===== config.mk =====
export PLATFORM = sky130hd
export DESIGN_NAME = ram_dma
export DESIGN_NICKNAME = d
export VERILOG_FILES = /design/src/rtl/ram_dma_pkg.sv /design/src/rtl/ram_dma.sv
export SDC_FILE = /design/constraint.sdc
export NUM_CORES = 1
export LEC_CHECK = 0
export CELL_PAD_IN_SITES_DETAIL_PLACEMENT = 2
export CELL_PAD_IN_SITES_GLOBAL_PLACEMENT = 2
export CORE_MARGIN = 1.5
export CORE_UTILIZATION = 36
export DETAILED_ROUTE_END_ITERATION = 16
export DONT_BUFFER_PORTS = 1
export PLACE_DENSITY_LB_ADDON = 0.1
export SYNTH_ARGS = -nofsm -noshare
export SYNTH_HDL_FRONTEND = slang
export SYNTH_SLANG_ARGS = --single-unit

===== constraint.sdc =====
create_clock -name clock -period 2.3 [get_ports clock]
set_clock_uncertainty 0.1 [all_clocks]
set_input_delay 0.345 -clock clock [delete_from_list [all_inputs] [get_ports clock]]
set_output_delay 0.345 -clock clock [all_outputs]
set_load 0.1 [all_outputs]

===== src/rtl/ram_dma_pkg.sv =====
// rtl/ram_dma_pkg.sv - shared state encoding and mode constants for the RAM DMA engine
package ram_dma_pkg;

  typedef enum logic [1:0] {
    ST_IDLE  = 2'd0,
    ST_READ  = 2'd1,
    ST_WRITE = 2'd2,
    ST_DONE  = 2'd3
  } state_t;

  localparam logic MODE_FILL = 1'b0;
  localparam logic MODE_COPY = 1'b1;

  localparam int LEN_WIDTH = 9;

endpackage


===== src/rtl/ram_dma.sv =====
// rtl/ram_dma.sv - word fill/copy DMA engine driving a single-port RAM with combinational read
module ram_dma
  import ram_dma_pkg::*;
#(
  parameter int ADDR_WIDTH = 10,
  parameter int DATA_WIDTH = 32
) (
  input  logic                  clock,
  input  logic                  reset,
  input  logic                  start,
  input  logic                  mode,
  input  logic [ADDR_WIDTH-1:0] src_addr,
  input  logic [ADDR_WIDTH-1:0] dst_addr,
  input  logic [LEN_WIDTH-1:0]  length,
  input  logic [DATA_WIDTH-1:0] fill_value,
  output logic                  busy,
  output logic                  done,
  output logic                  mem_store,
  output logic [ADDR_WIDTH-1:0] mem_address,
  output logic [DATA_WIDTH-1:0] mem_data,
  input  logic [DATA_WIDTH-1:0] mem_result
);

  localparam logic [ADDR_WIDTH-1:0] WORD_MASK = ~ADDR_WIDTH'(3);
  localparam logic [ADDR_WIDTH-1:0] WORD_STEP = ADDR_WIDTH'(4);

  state_t                state, state_n;
  logic                  mode_q;
  logic [ADDR_WIDTH-1:0] src_q, dst_q;
  logic [LEN_WIDTH-1:0]  count_q;
  logic [DATA_WIDTH-1:0] fill_q, buf_q;

  always_ff @(posedge clock) begin
    if (reset) begin
      state   <= ST_IDLE;
      mode_q  <= MODE_FILL;
      src_q   <= '0;
      dst_q   <= '0;
      count_q <= '0;
      fill_q  <= '0;
      buf_q   <= '0;
    end else begin
      state <= state_n;
      case (state)
        ST_IDLE: begin
          if (start && length != '0) begin
            mode_q  <= mode;
            src_q   <= src_addr & WORD_MASK;
            dst_q   <= dst_addr & WORD_MASK;
            count_q <= length;
            fill_q  <= fill_value;
          end
        end
        ST_READ: buf_q <= mem_result;
        ST_WRITE: begin
          // Address arithmetic wraps naturally at the top of the RAM.
          count_q <= count_q - 1'b1;
          src_q   <= src_q + WORD_STEP;
          dst_q   <= dst_q + WORD_STEP;
        end
        default: ;
      endcase
    end
  end

  always_comb begin
    state_n     = state;
    busy        = 1'b0;
    done        = 1'b0;
    mem_store   = 1'b0;
    mem_address = '0;
    mem_data    = '0;
    case (state)
      ST_IDLE: begin
        if (start) begin
          if (length == '0)        state_n = ST_DONE;
          else if (mode == MODE_COPY) state_n = ST_READ;
          else                     state_n = ST_WRITE;
        end
      end
      ST_READ: begin
        busy        = 1'b1;
        mem_address = src_q;
        state_n     = ST_WRITE;
      end
      ST_WRITE: begin
        busy        = 1'b1;
        // Gating with reset keeps an aborting edge from landing a stray write.
        mem_store   = !reset;
        mem_address = dst_q;
        mem_data    = (mode_q == MODE_COPY) ? buf_q : fill_q;
        if (count_q == LEN_WIDTH'(1)) state_n = ST_DONE;
        else if (mode_q == MODE_COPY) state_n = ST_READ;
        else                          state_n = ST_WRITE;
      end
      ST_DONE: begin
        done    = 1'b1;
        state_n = ST_IDLE;
      end
      default: state_n = ST_IDLE;
    endcase
  end

endmodule


==> out/results.ini <==
[grt]
grt_pass1_vias=4903
use_met3_pct=3.958
top_usage_layer=met2
grt.overflow.total=0
grt.met2_usage_pct=45.60
grt_max_degree=78
antenna_found_initial=1
track_usage_pct=25.06
met1_usage_pct=30.01
grt_pass1_wl_um=27550

[sta]
timing.fmax_mhz=450.6
slew_headroom_pct=51.32
rsz0062_at_grt=true
fin_tns_setup_ps=0
layout_setup_ws_ps=80.89
period_needed_ps=2219
timing.final.crit_share_pct=96.48
finalSetupViolations=0
tightest_slew_ps=729.4
hold_violations=0
maxSlewViolCount=0

[logic_synthesis]
ys_ff_latch=92
yosys_warnings=0
ys_top_cells_by_area=dfxtp_1 (39%), mux2i_1 (14%), a21oi_1 (6.5%), nor2_1 (5.9%), nand2_1 (5.8%)
syn_inst=574
async_flop_share_pct=0
synth.distinct_cells=46
synth_most_common_cell=dfxtp_1
synth_flop_cell=dfxtp_1
post-synth-top-area-cell=dfxtp_1
ys_seq_area_share_pct=38.54
syn_area_sq_um=4778
synthTopCellsByCount=dfxtp_1 (92), nor2_1 (75), nand2_1 (74)
syn_avg_cell_area_sq_um=8.325
yosysTopAreaCellShare_pct=38.54
synth_edf_count=0

[placement]
dp_hpwl_um=11610
postPlaceCellArea_sq_um=6060
place_congestion=0.7720
preCtsSetupSlack_ps=-100.8
port_buffers=0

[power]
swShare_pct=45.38
power_density_nw_per_um2=1273
p_seq_share_pct=27.8
p_leak_nw=2.208
power_switching_mw=3.794
p_total_mw=8.362
clkPwrFrac_pct=18.5
combPwrFrac_pct=53.7
internal_power_mw=4.568
ir_drop_mv=0.5170

[setup_path]
cp.arrival_ps=1770
critPathRequiredTime_ps=1860
timing.rr.start=state[1]
r2r_cells=7
path_class=register to primary output
startpoint_type=register
crit_slowest_cell=dfxtp_2
worstPathMaxFanout=24
crit_path_end_kind=primary output
timing.rr.end=dst_q[2]
r2r_slack_ps=170
max_stage_delay_ps=340
crit_chain=inv_1 > ha_2 > inv_4 > bufbuf_16 > nor2_4 > buf_12

[hold_path]
hold_start=reset
hold_end=dst_q[7]
hold_class=input pin to register
hold_depth=1

[finish]
syn_to_final_growth_pct=37.42
nets=701
final_layout_size_suffix_gt1_share_pct=24.46
fill_cells=1303
final_area_sq_um=6566

[routing]
vias=4414
drc=0
vias_per_cell=5.703
drt_iter0_drc=206
drt-pass1-iter-count=4
ant_nets=0
wl_per_cell_um=22.27
routed_wl_um=17240

[cts]
clock_path_buffers=2
cts-buffers-inserted=9
h-tree-depth=3
clock-sinks=92
insertion_delay_ps=350
cts_tree=yes
cts_root_buf=clkbuf_16
clk_pin_slew_ps=70

[die]
rows=41
core_sq_um=12770
die_w_um=118.2
dieArea_sq_um=13970
fp.dieH_um=118.2
io_pins=142
start_util_pct=37.41

[outcome]
status=finished, final reports clean

[job]
maxCapViolations=0

layout by cell type, fill, tap and decap left out, types with 4 or more instances in the layout:
master     count
a21oi_1       62
a22oi_1        4
nor3_1         9
o21a_1         4
clkbuf_16     10
nor2b_4        8
dfxtp_1       90
nor2_2         5
o31ai_1        5
nand3_1        6
nor4_1         5
a22oi_2        8
nor2b_1        6
and3_1         4
mux2i_1       68
inv_1          9
a2bb2oi_1      4
o32ai_1       13
buf_4          8
nand4_1        5
nand2_1       74
nor2_4        30
ha_1           5
nand2b_1      14
nor2_1        41
o22ai_1        8
buf_12        47
per-layer routing:
metal	wire length, um	share of wire (%)	vias up
li1	-	-	2074
met1	7090	41	2214
met2	9220	53	103
met3	606	3.5	23
met4	318	1.8	0
met5	0	0	-
metrics by stage:
step | util (%) | hold slack [ps] | instances
after floorplan | - | 335.7 | 575
after global placement | 47.44 | 320.5 | 751
after detailed placement | 47.44 | 322.0 | 751
after CTS | 51.14 | 7.104 | 772
after global routing | 51.39 | 6.806 | 773
final | 51.41 | 16.54 | 774
flip-flops by register name, indices dropped and copies added, names as in the netlist:
name     count
fill_q      32
count_q      9
src_q        8
mode_q       1
buf_q       32
dst_q        8
state        2
power by group through the flow:
stage	clock network (mW)	logic [mW]	registers, mW
after floorplan	0	3.09	2.21
after global placement	0	4.01	2.29
after detailed placement	0	4.15	2.34
after CTS	1.59	4.46	2.32
after global routing	1.66	4.79	2.37
final	1.55	4.49	2.32
worst max path at each step:
| stage | from | to | slack (ps) | cells after the start |
|---|---|---|---|---|
| 2_1_floorplan | state[0] | mem_data[0] | -370 | 6 |
| 6_report | state[0] | mem_data[30] | 80 | 6 |
| 3_3_place_gp | length[7] | src_q[7] | 8 | 4 |
| 4_1_cts | state[0] | mem_store | -2 | 6 |
| 3_5_place_dp | length[7] | count_q[8] | -100 | 4 |
| 5_1_grt | state[0] | mem_data[27] | -1 | 6 |
final cells by class:
cell class | count | area, sq um | share of cell area, %
multi-input cells | 423 | 3015 | 45.92
repair buffers | 60 | 1141 | 17.38
clock buffers | 10 | 239.0 | 3.639
well taps | 172 | 215.2 | 3.277
flip-flops and latches | 92 | 1844 | 28.09
inverters | 10 | 40.04 | 0.6098
clock inverters | 6 | 68.82 | 1.048
diodes | 1 | 2.502 | 0.03811
cell families (layout without fill, tap and decap cells):
| logic type | count (synthesis) | in the layout | synth area share (%) |
|---|---|---|---|
| mux | 68 | 68 | 14.24 |
| buf+inv | 60 | 86 | 5.918 |
| flops | 92 | 92 | 38.54 |
| compound gates | 129 | 129 | 17.81 |
| simple gates | 216 | 216 | 21.31 |
| fa+ha+maj | 8 | 8 | 2.095 |
| other cells | 1 | 3 | 0.07848 |
repair_timing:
item	in CTS	in global routing
hold buffers	1	0
gates resized for setup	11	3
buffers inserted	2	0
hold endpoints to repair	77	0
cloned	2	1
setup endpoints to repair	50	28
critical path, delay by kind of cell, from the launching register on:
kind	cells	cell delay [ps]
fa+ha+maj	1	270
simple gates	1	130
flops	1	340
buf+inv	4	670
Note: power is estimated with default switching activity, not from simulation.
